## config.mk

```make
export PLATFORM = sky130hd
export DESIGN_NAME = pipe_stage_reg
export DESIGN_NICKNAME = d
export VERILOG_FILES = /design/src/rtl/pipe_stage_reg.sv
export SDC_FILE = /design/constraint.sdc
export NUM_CORES = 1
export LEC_CHECK = 0
export ABC_AREA = 0
export CAP_MARGIN = 0
export CELL_PAD_IN_SITES_DETAIL_PLACEMENT = 1
export CELL_PAD_IN_SITES_GLOBAL_PLACEMENT = 1
export CORE_ASPECT_RATIO = 0.8
export CORE_MARGIN = 2
export CORE_UTILIZATION = 42
export DETAILED_ROUTE_END_ITERATION = 10
export PLACE_DENSITY_LB_ADDON = 0.05
export SYNTH_ARGS = -nofsm -noshare
export SYNTH_HDL_FRONTEND = slang
export SYNTH_SLANG_ARGS = --single-unit
```

## constraint.sdc

```tcl
create_clock -name clk_i -period 3.36 [get_ports clk_i]
set_input_delay 0.504 -clock clk_i [delete_from_list [all_inputs] [get_ports clk_i]]
set_output_delay 0.504 -clock clk_i [all_outputs]
set_load 0.02 [all_outputs]
```

## src/rtl/pipe_stage_reg.sv

```systemverilog
// Inter-stage pipeline register with valid/ready handshake on both sides.
// SKID=0 keeps a single entry and derives in_ready_o combinationally from
// out_ready_i. SKID=1 adds a second (skid) entry so in_ready_o comes straight
// from a flop and breaks the backpressure timing path. Bubbles carry zero
// control bits, and a saturating counter tracks downstream stall cycles.
module pipe_stage_reg #(
  parameter int unsigned CTRL_W   = 8,
  parameter int unsigned DATA_W   = 64,
  parameter int unsigned SKID     = 1,
  parameter int unsigned CLR_CTRL = 1,
  parameter int unsigned CNT_W    = 16
) (
  input  logic              clk_i,
  input  logic              rst_n,
  input  logic              flush_i,
  input  logic              in_valid_i,
  output logic              in_ready_o,
  input  logic [CTRL_W-1:0] in_ctrl_i,
  input  logic [DATA_W-1:0] in_data_i,
  output logic              out_valid_o,
  input  logic              out_ready_i,
  output logic [CTRL_W-1:0] out_ctrl_o,
  output logic [DATA_W-1:0] out_data_o,
  output logic [CNT_W-1:0]  stall_cnt_o
);

  // Head-of-stage view shared by both storage variants.
  logic              out_valid;
  logic              in_ready;
  logic [CTRL_W-1:0] head_ctrl;
  logic [DATA_W-1:0] head_data;

  logic accept;
  logic retire;

  assign accept = in_valid_i & in_ready;
  assign retire = out_valid & out_ready_i;

  if (SKID != 0) begin : g_skid
    typedef enum logic [1:0] {StEmpty, StOne, StFull} state_e;

    state_e            state_q, state_d;
    logic              in_ready_q;
    logic [CTRL_W-1:0] main_ctrl_q, main_ctrl_d;
    logic [DATA_W-1:0] main_data_q, main_data_d;
    logic [CTRL_W-1:0] skid_ctrl_q, skid_ctrl_d;
    logic [DATA_W-1:0] skid_data_q, skid_data_d;

    // State register; in_ready is registered from the next state so it is ready
    // to present as soon as the stage is known not to be full.
    always_ff @(posedge clk_i or negedge rst_n) begin
      if (!rst_n) begin
        state_q    <= StEmpty;
        in_ready_q <= 1'b0;
      end else begin
        state_q    <= state_d;
        in_ready_q <= (state_d != StFull);
      end
    end

    // Next-state logic; flush overrides every transition.
    always_comb begin
      state_d = state_q;
      unique case (state_q)
        StEmpty: begin
          if (accept) state_d = StOne;
        end
        StOne: begin
          if (accept && !retire) begin
            state_d = StFull;
          end else if (retire && !accept) begin
            state_d = StEmpty;
          end
        end
        StFull: begin
          if (retire) state_d = StOne;
        end
        default: state_d = StEmpty;
      endcase
      if (flush_i) state_d = StEmpty;
    end

    // Entry steering: main always holds the older entry, skid the younger.
    always_comb begin
      main_ctrl_d = main_ctrl_q;
      main_data_d = main_data_q;
      skid_ctrl_d = skid_ctrl_q;
      skid_data_d = skid_data_q;
      if (!flush_i) begin
        unique case (state_q)
          StEmpty: begin
            if (accept) begin
              main_ctrl_d = in_ctrl_i;
              main_data_d = in_data_i;
            end
          end
          StOne: begin
            if (accept && retire) begin
              main_ctrl_d = in_ctrl_i;
              main_data_d = in_data_i;
            end else if (accept) begin
              skid_ctrl_d = in_ctrl_i;
              skid_data_d = in_data_i;
            end
          end
          StFull: begin
            if (retire) begin
              main_ctrl_d = skid_ctrl_q;
              main_data_d = skid_data_q;
            end
          end
          default: ;
        endcase
      end
    end

    // Entry storage.
    always_ff @(posedge clk_i or negedge rst_n) begin
      if (!rst_n) begin
        main_ctrl_q <= '0;
        main_data_q <= '0;
        skid_ctrl_q <= '0;
        skid_data_q <= '0;
      end else begin
        main_ctrl_q <= main_ctrl_d;
        main_data_q <= main_data_d;
        skid_ctrl_q <= skid_ctrl_d;
        skid_data_q <= skid_data_d;
      end
    end

    // Output decode from the current state.
    always_comb begin
      out_valid = (state_q != StEmpty);
      in_ready  = in_ready_q;
      head_ctrl = main_ctrl_q;
      head_data = main_data_q;
    end
  end else begin : g_single
    logic              valid_q, valid_d;
    logic              ready_en_q;
    logic [CTRL_W-1:0] main_ctrl_q, main_ctrl_d;
    logic [DATA_W-1:0] main_data_q, main_data_d;

    // Next entry: flush wins, then accept (which may also retire), then retire.
    always_comb begin
      valid_d     = valid_q;
      main_ctrl_d = main_ctrl_q;
      main_data_d = main_data_q;
      if (flush_i) begin
        valid_d = 1'b0;
      end else if (accept) begin
        valid_d     = 1'b1;
        main_ctrl_d = in_ctrl_i;
        main_data_d = in_data_i;
      end else if (retire) begin
        valid_d = 1'b0;
      end
    end

    // Entry storage; ready_en holds in_ready low until the first edge after reset.
    always_ff @(posedge clk_i or negedge rst_n) begin
      if (!rst_n) begin
        valid_q     <= 1'b0;
        ready_en_q  <= 1'b0;
        main_ctrl_q <= '0;
        main_data_q <= '0;
      end else begin
        valid_q     <= valid_d;
        ready_en_q  <= 1'b1;
        main_ctrl_q <= main_ctrl_d;
        main_data_q <= main_data_d;
      end
    end

    // Combinational backpressure: a held entry leaving this cycle frees the slot.
    always_comb begin
      out_valid = valid_q;
      in_ready  = ready_en_q & (~valid_q | out_ready_i);
      head_ctrl = main_ctrl_q;
      head_data = main_data_q;
    end
  end

  logic [CNT_W-1:0] stall_cnt_q, stall_cnt_d;

  // Saturating count of cycles where an entry is held back by downstream.
  always_comb begin
    stall_cnt_d = stall_cnt_q;
    if (out_valid && !out_ready_i && (stall_cnt_q != '1)) begin
      stall_cnt_d = stall_cnt_q + CNT_W'(1);
    end
  end

  // Stall counter register; only reset clears it.
  always_ff @(posedge clk_i or negedge rst_n) begin
    if (!rst_n) begin
      stall_cnt_q <= '0;
    end else begin
      stall_cnt_q <= stall_cnt_d;
    end
  end

  // Bubbles never carry control bits downstream when CLR_CTRL is set.
  always_comb begin
    in_ready_o  = in_ready;
    out_valid_o = out_valid;
    out_data_o  = head_data;
    out_ctrl_o  = ((CLR_CTRL != 0) && !out_valid) ? '0 : head_ctrl;
    stall_cnt_o = stall_cnt_q;
  end

endmodule
```

Yosys cells after proc, flatten, opt, wreduce, memory -nomap -nowiden
Cells that the tools add are included.
{ "word_totals": {"latch_bits": 0, "romBits": 0, "ram_bits": 0, "output_inout_bits": 90, "n_memories": 0, "in_bits": 77, "ff_bits": 163, "wordCells": 47} }
{ "classes": {"n_eq_ne": 7, "div_mod_pow": 0, "mul": 0, "shifts": 0, "muxes": 15, "magnitude_cmp": 0, "reduce_logical": 13, "add_sub_neg": 1, "bitwise": 4} }
{ "op_table": {"columns": ["op", "count"], "rows": [
  ["$mux W64", 3],
  ["$pmux W64 S3", 1],
  ["$mux W8", 4],
  ["$pmux W8 S3", 1],
  ["$add A16 B1 Y16 const B", 1],
  ["$ne A16 B16 Y1 const B", 1],
  ["$mux W2", 5],
  ["$ne A2 B2 Y1 const B", 4],
  ["$pmux W2 S3", 1],
  ["$logic_and A1 B1 Y1", 5],
  ["$reduce_and A5 Y1", 1],
  ["$reduce_and A4 Y1", 1],
  ["$logic_not A1 Y1", 3],
  ["$reduce_bool A3 Y1", 1],
  ["$and A1 B1 Y1", 2],
  ["$eq A2 B1 Y1 const B", 1],
  ["$eq A2 B2 Y1 const B", 1],
  ["$logic_not A2 Y1", 1],
  ["$not A1 Y1", 2],
  ["$reduce_bool A2 Y1", 1]
]} }

Depth between registers and ports, before layout
{ "logic_depth": {"depth_word": 8, "depth_mapped": 6, "depth_no_buf": 5} }

Worst setup path before layout
No wires, ideal clock.
{ "synth_path": {"path_type": "flip-flop to flip-flop", "start": "register stall_cnt_q[5], in the netlist stall_cnt_o[5]", "end": "register stall_cnt_q[1], in the netlist stall_cnt_o[1]", "setup_time_ns": 0.128, "synth_period_minus_slack_ns": 1.728, "path_buffers": 2, "required_time_ns": 3.232, "arrival_time_ns": 1.600, "path_stages_with_launch": 7, "path_slack_ns": 1.632, "cell_sequence": "dfrtp_1 > and4_1 > buf_2 > and2_1 > buf_4 > a31oi_4 > mux2_1"} }
{ "synth_via": {"elab_chain_cells": 2} }
{ "synth_lines": {"columns": ["element", "line_no", "rtl"], "rows": [
  ["from (decl)", "185", "logic [CNT_W-1:0] stall_cnt_q, stall_cnt_d;"],
  ["from (signal assigned)", "200", "stall_cnt_q <= stall_cnt_d;"],
  ["$ne A16 B16 Y1", "190", "if (out_valid && !out_ready_i && (stall_cnt_q != '1)) begin"],
  ["$logic_and A1 B1 Y1", "190", null]
]} }
Every way passes these cells.
A chain may end at the register's enable or synchronous reset.

Final worst setup path
{ "layout_path": {"start": "register g_skid.state_q[0]", "end": "output out_ctrl_o[1]"} }
{ "layout_via": {"elab_chain_cells": 2} }
{ "layout_lines": {"columns": ["element", "line_no", "rtl"], "rows": [
  ["from (decl)", "42", "state_e state_q, state_d;"],
  ["from (signal assigned)", "53", "state_q <= StEmpty;"],
  ["from (signal assigned)", "56", "state_q <= state_d;"],
  ["$reduce_bool A2 Y1", "134", "out_valid = (state_q != StEmpty);"],
  ["$mux W8", "209", "out_ctrl_o = ((CLR_CTRL != 0) && !out_valid) ? '0 : head_ctrl;"],
  ["to (decl)", "22", "output logic [CTRL_W-1:0] out_ctrl_o,"]
]} }
Every way passes these cells.

==> impl_results.md <==
* HP Class: input port to async pin
* DRC at 0
* Initial DRC count at 146
* First-pass GRT wire length at 30600 um
* IO Count at approximately 170
* Fraction of registers with async set/reset at 100%
* Site row count at 42
* Maximum clock path buffer count at 2
* Slew Limit Headroom at 38.4%
* Total CTS buffers at 17
* Synth Flop Type: dfrtp_1
* Max Freq at 354 MHz
* Mapped cell area at approximately 7300 um^2
* Max-cap viol count at 0
* Vias in the first global route at 5838
* CTS clk-pin slew, worst paths at 60 ps
* EDFF count, synth at 0
* Area grow syn2layout at 33.7%
* Period utilisation layout at between 80 and 90%
* Critical Path Fanout Max at 10
* Worst-Margin Slew at ~900 ps
* Root buf cell: clkbuf_16
* Final Hold Fails at 0
* Routed Antenna Nets at 0
* RSZ-0062 raised after global routing: false
* Combinational Power Share at between 20% and 30%
* Sw power at between 1500 and 2000 uW
* TNS Setup at 0 ps
* Tmin final at 2820 ps
* Leakage power at 0.00441 uW
* Critical Path Max Stage Delay at 690 ps
* DR WL/cell at 18.0 um
* Clk_skew at 7.92 ps
* Crit path from: g_skid.state_q[0]
* Final Hold Slack at about 160 ps
* Number of cells on the critical path at 3
* Port bufs at 166
* DRT Wirelength at 18500 um
* PD cells at 635 nW/um^2
* CTS tree: done
* Setup repair bufs after CTS at 0
* Synth Warn # at 0
* Via density at 5.09
* Peak VDD IR at 0.000391 V
* Setup slack, reg-to-reg at 1260 ps
* DRT Pass-1 Iters at 4
* Syn Area/Cell at 11.5 um^2
* Status: completed
* Synth Register Bits at 163
* Initial Utilization at 43.4%
* Tot Pwr at 6160 uW
* Syn nets at between 700 and 800
* Share of layout cells above drive strength 1 at 13.0%
* Max Slew Vio Count at 0
* Clock Sinks at 163
* Yosys cell types at 36
* Ant diodes at 0
* NumNets Final at between 800 and 900
* Sw frac at 28.1%
* Depth of the worst register-to-register path at 5
* Clock share of power at 31.4%
* R2R Path End: out_data_o[39]
* Crit path buffers/inverters at 1
* Critical path class: register to primary output
* H-tree levels at 4
* CP delay by family, top: simple AND/OR/NAND/NOR gates
* Final Setup Violations at 0
* Reg-to-reg startpoint: g_skid.state_q[1]
* Mapped Cells at 632
* Crit path DAT at between 2000 and 2500 ps
* Die area at 18400 um^2
* Die width at 151 um
* Vias at about 5200
* Number of gates given a new drive strength after cts at 0
* Placer Congestion at 0.846
* GRT overflow at 0
* Slowest stage cell, crit path: nor2_1
* Sequential fraction of design power at ~45%
* DIE HEIGHT at 122 um
* All-Layer GR Usage at 21.7%
* Post-DP HPWL at around 12000 um
* Int Power at 4430 uW
* Largest net degree at the start of global routing at 97
* CORE AREA at between 15000 and 20000 um^2
* Crit-path cells: nor2_1 -> nor2b_1 -> clkdlybuf4s50_1
* Hold Buf Count CTS at 0
* Clock latency on the worst-skew pair at 420 ps
* Initial antenna violation count at 1
* Worst setup EP type: primary output
* Sequential share of the synthesized area at 56.2%
* Crit path capture: out_ctrl_o[1]
* CP startpoint kind: register
* WP data required at 2860 ps
layout make-up:
type	instances	area, um^2
fillers	1753	7010
flip-flops and latches	163	4080
multi-input cells	435	2990
repair buffers	175	1770
clock buffers	20	447
well taps	220	275
clock inverters	11	136
inverters	2	7.51
worst min path at each step:
stage | depth (start not counted) | start | slack (ps) | to
floorplan | 0 | rst_n | 210 | g_skid.main_ctrl_q[0]
global placement | 1 | g_skid.main_ctrl_q[3] | 460 | g_skid.main_ctrl_q[3]
detailed placement | 1 | g_skid.main_ctrl_q[6] | 470 | g_skid.main_ctrl_q[6]
CTS | 1 | rst_n | 220 | stall_cnt_o[10]
global route | 1 | rst_n | 230 | stall_cnt_o[10]
finish | 1 | rst_n | 160 | stall_cnt_o[10]
synthesized netlist by cell type, types with 2 or more instances:
cell / n / area (um^2)
inv_1: 2 / 7.51
buf_2: 16 / 80.1
nand2_1: 220 / 826
nor2b_1: 8 / 50.1
dfrtp_1: 163 / 4080
nand4_1: 4 / 25.0
clkbuf_1: 8 / 30.0
and3_1: 4 / 25.0
buf_6: 7 / 78.8
nand3_1: 5 / 25.0
a31oi_1: 5 / 31.3
a41oi_1: 2 / 17.5
xnor2_1: 9 / 78.8
nor2_1: 5 / 18.8
mux2_1: 86 / 968
nand2b_1: 3 / 18.8
a21oi_1: 6 / 30.0
and4_1: 3 / 26.3
mux2_2: 59 / 664
worst reg2reg max path: cells and delay by family (launching register included):
family,cells,cell delay (ps)
muxes,1,420
and+or+nand+nor,2,680
AOI/OAI and AO/OA,1,90
buffers and inverters,1,330
DFF,1,450
state kept, by name, summed over array words and instances (netlist names):
name	count
g_skid.skid_ctrl_q	8
g_skid.state_q	2
in_ready_o	1
g_skid.skid_data_q	64
out_data_o	64
stall_cnt_o	16
g_skid.main_ctrl_q	8
kinds of logic (layout without fill, tap and decap cells):
kind of cell | after synthesis | after routing | synth area share, %
simple gates | 260 | 260 | 15.1
buf+inv | 34 | 208 | 2.81
compound gates | 19 | 19 | 2.09
fa+ha+maj | 1 | 1 | 0.172
mux | 145 | 145 | 22.5
flops | 163 | 163 | 56.2
xor+xnor | 10 | 10 | 1.21
layer usage:
layer | track usage, % | part of all wire [%] | routed length (um) | up-vias
met3 | 5.39 | 4.9 | 912 | 16
met4 | 6.13 | 1.1 | 201 | 2
met2 | 37.5 | 51 | 9420 | 104
met5 | 0 | 0.059 | 11 | -
met1 | 27.1 | 43 | 7960 | 2665
li1 | - | - | - | 2432
metrics by stage:
step / instances / cell area (um^2) / util [%] / setup WS, ps
floorplan: 632 / 7260 / - / 1630
global placement: 995 / 9120 / 54.6 / 820
detailed placement: 995 / 9120 / 54.6 / 746
CTS: 1026 / 9710 / 58.1 / 444
global route: 1026 / 9710 / 58.1 / 399
finish: 1026 / 9710 / 58.1 / 535
layout by cell type, fill, tap and decap left out, drive strengths merged:
master,instances
nand2,220
clkdlybuf4s50,165
dfrtp,163
mux2,145
clkbuf,20
buf,10
xnor2,9
nor2b,9
clkinv,7
a21oi,6
nor2,6
a31oi,6
nand3,6
and3,4
nand4,4
and4,3
bufinv,3
nand2b,3
inv,2
a41oi,2
a2bb2oi,1
and3b,1
a22oi,1
and2,1
o21bai,1
nor3,1
nor3b,1
o2111ai,1
o21ai,1
xor2,1
and4b,1
ha,1
clkinvlp,1
power by group through the flow:
stage	Sequential [uW]	Combinational (uW)	Clock, uW
floorplan	2930	554	0
global placement	2740	1440	0
detailed placement	2780	1490	0
CTS	2750	1500	1980
global route	2820	1600	2080
finish	2750	1470	1930
(Power assumes the default switching activity.)
